**src/rtl/dma_priority_arbiter.sv**
```systemverilog
// dma_priority_arbiter
//
// Purpose:
//   Four-channel DMA request arbiter. Raw DREQ lines are polarity-corrected
//   and registered once. They are then combined with the mask register and the
//   software request register to form the effective request vector. A small
//   FSM (IDLE -> GRANTED -> RELEASE -> IDLE) picks one winner and holds the
//   grant until timing control pulses svcDone. It then spends exactly one
//   cycle with every grant output low before it arbitrates again.
//
//   Priority is fixed (channel 0 highest) by default. When the macro
//   DMA_ROTATING_PRIORITY_EN is defined, a rotation pointer register is built.
//   In that build, rotatingPri = 1 makes channel ptr the highest priority, and
//   each completed service moves ptr to grantChan + 1.
//
// Handshake:
//   A grant is a level, not a pulse. grantValid and exactly one VALID_DREQn
//   rise together and stay high until the cycle after svcDone is sampled high
//   in GRANTED. svcDone (with an optional tcPulse) is a single-cycle strobe
//   and is ignored in any other state.
//
// Ports:
//   CLK, RESET                    clock, asynchronous active-high reset
//   DREQ[3:0], dreqActiveLow      raw channel requests and their polarity
//   rotatingPri                   1 = rotating priority (rotation build only)
//   ctrlDisable                   1 = no new grants from IDLE
//   maskWr / maskData             write all four mask bits
//   maskSingleWr / maskSingleData {set, chan[1:0]} set/clear one mask bit
//   swReqWr / swReqData           {set, chan[1:0]} set/clear one software request
//   svcDone, tcPulse              end of service, terminal count
//   autoInit[3:0]                 per-channel autoinitialize (no auto-mask on TC)
//   VALID_DREQ0..3                one-hot grant to timing control
//   grantChan, grantValid         encoded grant
//   maskReg, reqReg, reqStatus    mask, software requests, pending requests
//   dbgState                      current FSM state (0 IDLE, 1 GRANTED, 2 RELEASE)
//
// Configuration macro: DMA_ROTATING_PRIORITY_EN

module dma_priority_arbiter (
    input  logic       CLK,
    input  logic       RESET,
    input  logic [3:0] DREQ,
    input  logic       dreqActiveLow,
    input  logic       rotatingPri,
    input  logic       ctrlDisable,
    input  logic       maskWr,
    input  logic [3:0] maskData,
    input  logic       maskSingleWr,
    input  logic [2:0] maskSingleData,
    input  logic       swReqWr,
    input  logic [2:0] swReqData,
    input  logic       svcDone,
    input  logic       tcPulse,
    input  logic [3:0] autoInit,
    output logic       VALID_DREQ0,
    output logic       VALID_DREQ1,
    output logic       VALID_DREQ2,
    output logic       VALID_DREQ3,
    output logic [1:0] grantChan,
    output logic       grantValid,
    output logic [3:0] maskReg,
    output logic [3:0] reqReg,
    output logic [3:0] reqStatus,
    output logic [1:0] dbgState
);

    typedef enum logic [1:0] {
        IDLE    = 2'd0,
        GRANTED = 2'd1,
        RELEASE = 2'd2
    } arbState_t;

    arbState_t  state;
    logic [3:0] dreqSync;
    logic [3:0] grantOneHot;
    logic [3:0] effReq;
    logic [1:0] priStart;
    logic [1:0] winner;
    logic       anyReq;
    logic       svcHit;
    logic       tcHit;
    logic [3:0] maskNext;
    logic [3:0] reqNext;

    // ------------------------------------------------------------------
    // Request sampling and status
    // ------------------------------------------------------------------
    always_ff @(posedge CLK or posedge RESET) begin
        if (RESET) begin
            dreqSync <= 4'h0;
        end else begin
            dreqSync <= dreqActiveLow ? ~DREQ : DREQ;
        end
    end

    // Software requests bypass the mask on purpose: the CPU asked for the
    // transfer explicitly.
    assign effReq    = (dreqSync & ~maskReg) | reqReg;
    assign anyReq    = |effReq;
    assign reqStatus = dreqSync | reqReg;

    // ------------------------------------------------------------------
    // Priority start point
    // ------------------------------------------------------------------
`ifdef DMA_ROTATING_PRIORITY_EN
    logic [1:0] ptr;

    always_ff @(posedge CLK or posedge RESET) begin
        if (RESET) begin
            ptr <= 2'd0;
        end else if (svcHit) begin
            ptr <= grantChan + 2'd1;
        end
    end

    assign priStart = rotatingPri ? ptr : 2'd0;
`else
    // Fixed priority only. rotatingPri is accepted on the port but has no
    // effect in this build.
    logic unusedRotatingPri;
    assign unusedRotatingPri = rotatingPri;
    assign priStart          = 2'd0;
`endif

    // Walk from lowest to highest priority so that the last match, which is
    // the highest-priority pending channel, is the one that sticks.
    always_comb begin
        logic [1:0] idx;
        winner = 2'd0;
        idx    = 2'd0;
        for (int i = 3; i >= 0; i--) begin
            idx = priStart + 2'(i);
            if (effReq[idx]) begin
                winner = idx;
            end
        end
    end

    // ------------------------------------------------------------------
    // Mask and software request registers
    // ------------------------------------------------------------------
    assign svcHit = (state == GRANTED) && svcDone;
    assign tcHit  = svcHit && tcPulse;

    // Apply the terminal-count update first, then the CPU writes. Any CPU
    // write therefore overrides a TC update to the same bit. The single-bit
    // mask write comes after the write-all so that it lands on top.
    always_comb begin
        maskNext = maskReg;
        if (tcHit && !autoInit[grantChan]) begin
            maskNext[grantChan] = 1'b1;
        end
        if (maskWr) begin
            maskNext = maskData;
        end
        if (maskSingleWr) begin
            maskNext[maskSingleData[1:0]] = maskSingleData[2];
        end
    end

    always_comb begin
        reqNext = reqReg;
        if (tcHit) begin
            reqNext[grantChan] = 1'b0;
        end
        if (swReqWr) begin
            reqNext[swReqData[1:0]] = swReqData[2];
        end
    end

    always_ff @(posedge CLK or posedge RESET) begin
        if (RESET) begin
            maskReg <= 4'hF;
            reqReg  <= 4'h0;
        end else begin
            maskReg <= maskNext;
            reqReg  <= reqNext;
        end
    end

    // ------------------------------------------------------------------
    // Grant FSM with registered grant outputs
    // ------------------------------------------------------------------
    always_ff @(posedge CLK or posedge RESET) begin
        if (RESET) begin
            state       <= IDLE;
            grantValid  <= 1'b0;
            grantChan   <= 2'd0;
            grantOneHot <= 4'h0;
        end else begin
            case (state)
                IDLE: begin
                    if (!ctrlDisable && anyReq) begin
                        state       <= GRANTED;
                        grantValid  <= 1'b1;
                        grantChan   <= winner;
                        grantOneHot <= 4'b0001 << winner;
                    end
                end
                GRANTED: begin
                    // The grant is held against every input except svcDone.
                    if (svcDone) begin
                        state       <= RELEASE;
                        grantValid  <= 1'b0;
                        grantChan   <= 2'd0;
                        grantOneHot <= 4'h0;
                    end
                end
                RELEASE: begin
                    state <= IDLE;
                end
                default: begin
                    state       <= IDLE;
                    grantValid  <= 1'b0;
                    grantChan   <= 2'd0;
                    grantOneHot <= 4'h0;
                end
            endcase
        end
    end

    assign VALID_DREQ0 = grantOneHot[0];
    assign VALID_DREQ1 = grantOneHot[1];
    assign VALID_DREQ2 = grantOneHot[2];
    assign VALID_DREQ3 = grantOneHot[3];
    assign dbgState    = state;

endmodule

```
**config.mk**
```make
export PLATFORM = sky130hd
export DESIGN_NAME = dma_priority_arbiter
export DESIGN_NICKNAME = d
export VERILOG_FILES = /design/src/rtl/dma_priority_arbiter.sv
export SDC_FILE = /design/constraint.sdc
export NUM_CORES = 1
export LEC_CHECK = 0
export BUFFER_PORTS_ARGS = -buffer_cell sky130_fd_sc_hd__buf_2
export CAP_MARGIN = 15
export CORE_MARGIN = 5
export CORE_UTILIZATION = 49
export CTS_CLUSTER_SIZE = 28
export DETAILED_ROUTE_END_ITERATION = 8
export GPL_ROUTABILITY_DRIVEN = 0
export GPL_TIMING_DRIVEN = 0
export HOLD_SLACK_MARGIN = 0.1
export PLACE_DENSITY = 0.89
export RECOVER_POWER = 50
export SLEW_MARGIN = 15
export SYNTH_ARGS = -nofsm -noshare
export SYNTH_HDL_FRONTEND = slang
export SYNTH_SLANG_ARGS = --single-unit
```
**constraint.sdc**
```tcl
create_clock -name CLK -period 3 [get_ports CLK]
set_input_delay 0.45 -clock CLK [delete_from_list [all_inputs] [get_ports CLK]]
set_output_delay 0.45 -clock CLK [all_outputs]
set_load 0.1 [all_outputs]
```
==> metrics.cfg <==
[run_status]
status=complete, no violations

[sta]
fmax_mhz=557
timing.final.ws_setup_ps=1200
post-route-period-util_pct=59.9
clock_skew_ps=1.35
tightest_slew_ps=780
setup_viol=0
relSlewSlack_pct=48.0
fin_setup_tns_ps=0
maxSlewViolCount=0
layout_min_cycle_time_ps=1800
rsz0062_at_grt=no
hold_violations=0

[logic_synthesis]
synth_xor_area_share_pct=3.28
ys.flop_type=dfrtp_1
yosysSeqAreaShare_pct=49.7
synthSimpleGateAreaFrac_pct=23.4
synth_compound_area_share_pct=19.7
synth_adder_area_share_pct=0
synth_cell_types=37
postSynthAreaPerCell_um2=10.6
synthCells=101
syn_area_mm2=0.00107
synth_top_family_by_area=simple AND/OR/NAND/NOR gates
muxShareOfSynthArea_pct=1.41
synth_seq_cells=21
async_flop_share_pct=100
ys_warn_count=0
syn-num-nets=129
synth-edff-count=0

[floorplan]
ioPinCount=49
core_mm2=0.00202
die_h_um=56.7
rows=16
start_util_pct=52.8
die_w_um=56.7
die-area_mm2=0.00321

[clocking]
cts_hold_buf=0
cts.sinks=21
clk_path_buf_depth=2
root_buffer=clkbuf_4
clock_latency_ps=300
cts_buffers=3
cts_setup_buffers=0
cts_tree=done
clk_pin_slew_worst_paths_ps=110
h-tree-depth=1
cts_resized=0

[place]
dp_slack_ps=1230
placed_cell_area_mm2=0.00134
io_buffers=47
hpwlAfterDp_mm=2.01

[global_routing]
grt_use_total_pct=16.5
grt_max_degree=22
antenna_found_initial=0
gr-total-overflow=0
grt_pass1_wl_mm=4.27
grt_pass1_vias=993

[setup_path]
worstSetupPathType=register to primary output
critPathLaunchType=register
cp_data_arrival_time_ps=1350
critPathMaxFanout=5
crit_start=reqReg[3]
cp-end-kind=primary output
required_ps=2550
reg2reg_from=maskReg[2]

[cells_and_area]
insertedDiodeCount=0
syn_to_final_growth_pct=27.4
drive_above_1_share_pct=45.4
stdcell_area_mm2=0.00136
num-nets-final=181

[routing]
wl_per_cell_um=14.2
first_pass_iters=4
first_iter_violations=17
avgViaCountPerCell=5.32
via_count=953
drc=0
final_antenna_net_count=0
drt-total-wl_mm=2.54

[pwr]
p_per_area_mw_per_mm2=1010
peakVddDrop_mv=0.578
total_leakage_power_nw=0.676

[run]
drv_cap=0

[hold_path]
hold_path_class=input pin to async pin

-- kinds of logic (layout without fill, tap and decap cells) --
logic type | Yosys count | count (layout)
and+or+nand+nor | 41 | 41
AOI/OAI and AO/OA | 27 | 27
DFF | 21 | 21
buffers and inverters | 7 | 58
xor gates and xnor gates | 4 | 4
muxes | 1 | 1
-- cells in the final DEF, fill, tap and decap left out, drive strengths merged, types with 2 or more instances in the layout --
cell type,n
o22ai,6
a21o,3
a21oi,2
inv,7
clkbuf,5
nor4,2
dfstp,4
and3b,2
or2,4
buf,46
xor2,4
nand2,7
o32ai,2
o31ai,2
o21ai,5
dfrtp,17
nand3,6
nor2,7
nor3,5
-- layout make-up --
type	count	area, um2
flip-flops and latches	21	531
multi-input cells	73	509
repair buffers	47	234
inverters	7	26.3
well taps	27	33.8
clock buffers	4	26.3
fillers	181	662
-- worst max-delay path, stage by stage (launching register included) --
cell	delay, ps
dfrtp_1	460
or2_2	290
buf_2	290
-- path summary, 6_finish.rpt --
| check | end | slack [ps] | cells past startpoint |
|---|---|---|---|
| max in group asynchronous | reqReg[1] | 2240 | 2 |
| min | dbgState[0] | 280 | 2 |
| max reg2reg | grantOneHot[1] | 1210 | 5 |
| max | reqStatus[3] | 1200 | 2 |
| min reg2reg | grantOneHot[3] | 500 | 1 |
| min in group CLK | dreqSync[3] | 310 | 2 |
-- through the flow --
stage	total power [mW]	util (%)	cells	hold slack (ps)
after floorplan	1.11	-	101	424
after global placement	1.23	66.1	175	464
after detailed placement	1.25	66.1	175	476
after CTS	1.38	67.4	179	301
after global routing	1.44	67.3	179	298
final	1.37	67.3	179	276
-- layer usage --
layer  GRT usage (%)  wire length, um  share of wire (%)
met5               0                0                  0
met4            5.08                0                  0
met3            3.67              237                9.3
met2            27.4             1170                 46
met1            21.2             1140                 45
-- flip-flops by register name (all words and copies together) (netlist names) --
name	count
grantOneHot	4
dreqSync	4
reqReg	4
grantChan	2
dbgState	2
maskReg	4
grantValid	1
-- power by group --
part	internal (mW)	switching, mW	total [mW]
clock network	0.0518	0.0823	0.134
logic	0.158	0.656	0.814
registers	0.353	0.0721	0.425
-- cell usage after synthesis (all sizes together) (3+ instances only) --
cell	n	area [um2]
o21ai	5	25.0
nand2	7	26.3
nor3	5	25.0
nand3	6	30.0
nor2	7	33.8
a21o	3	26.3
o22ai	6	37.5
inv	7	26.3
or2	4	25.0
dfstp	4	105
xor2	4	35.0
dfrtp	17	425
Note: power is estimated with default switching activity, not from simulation.
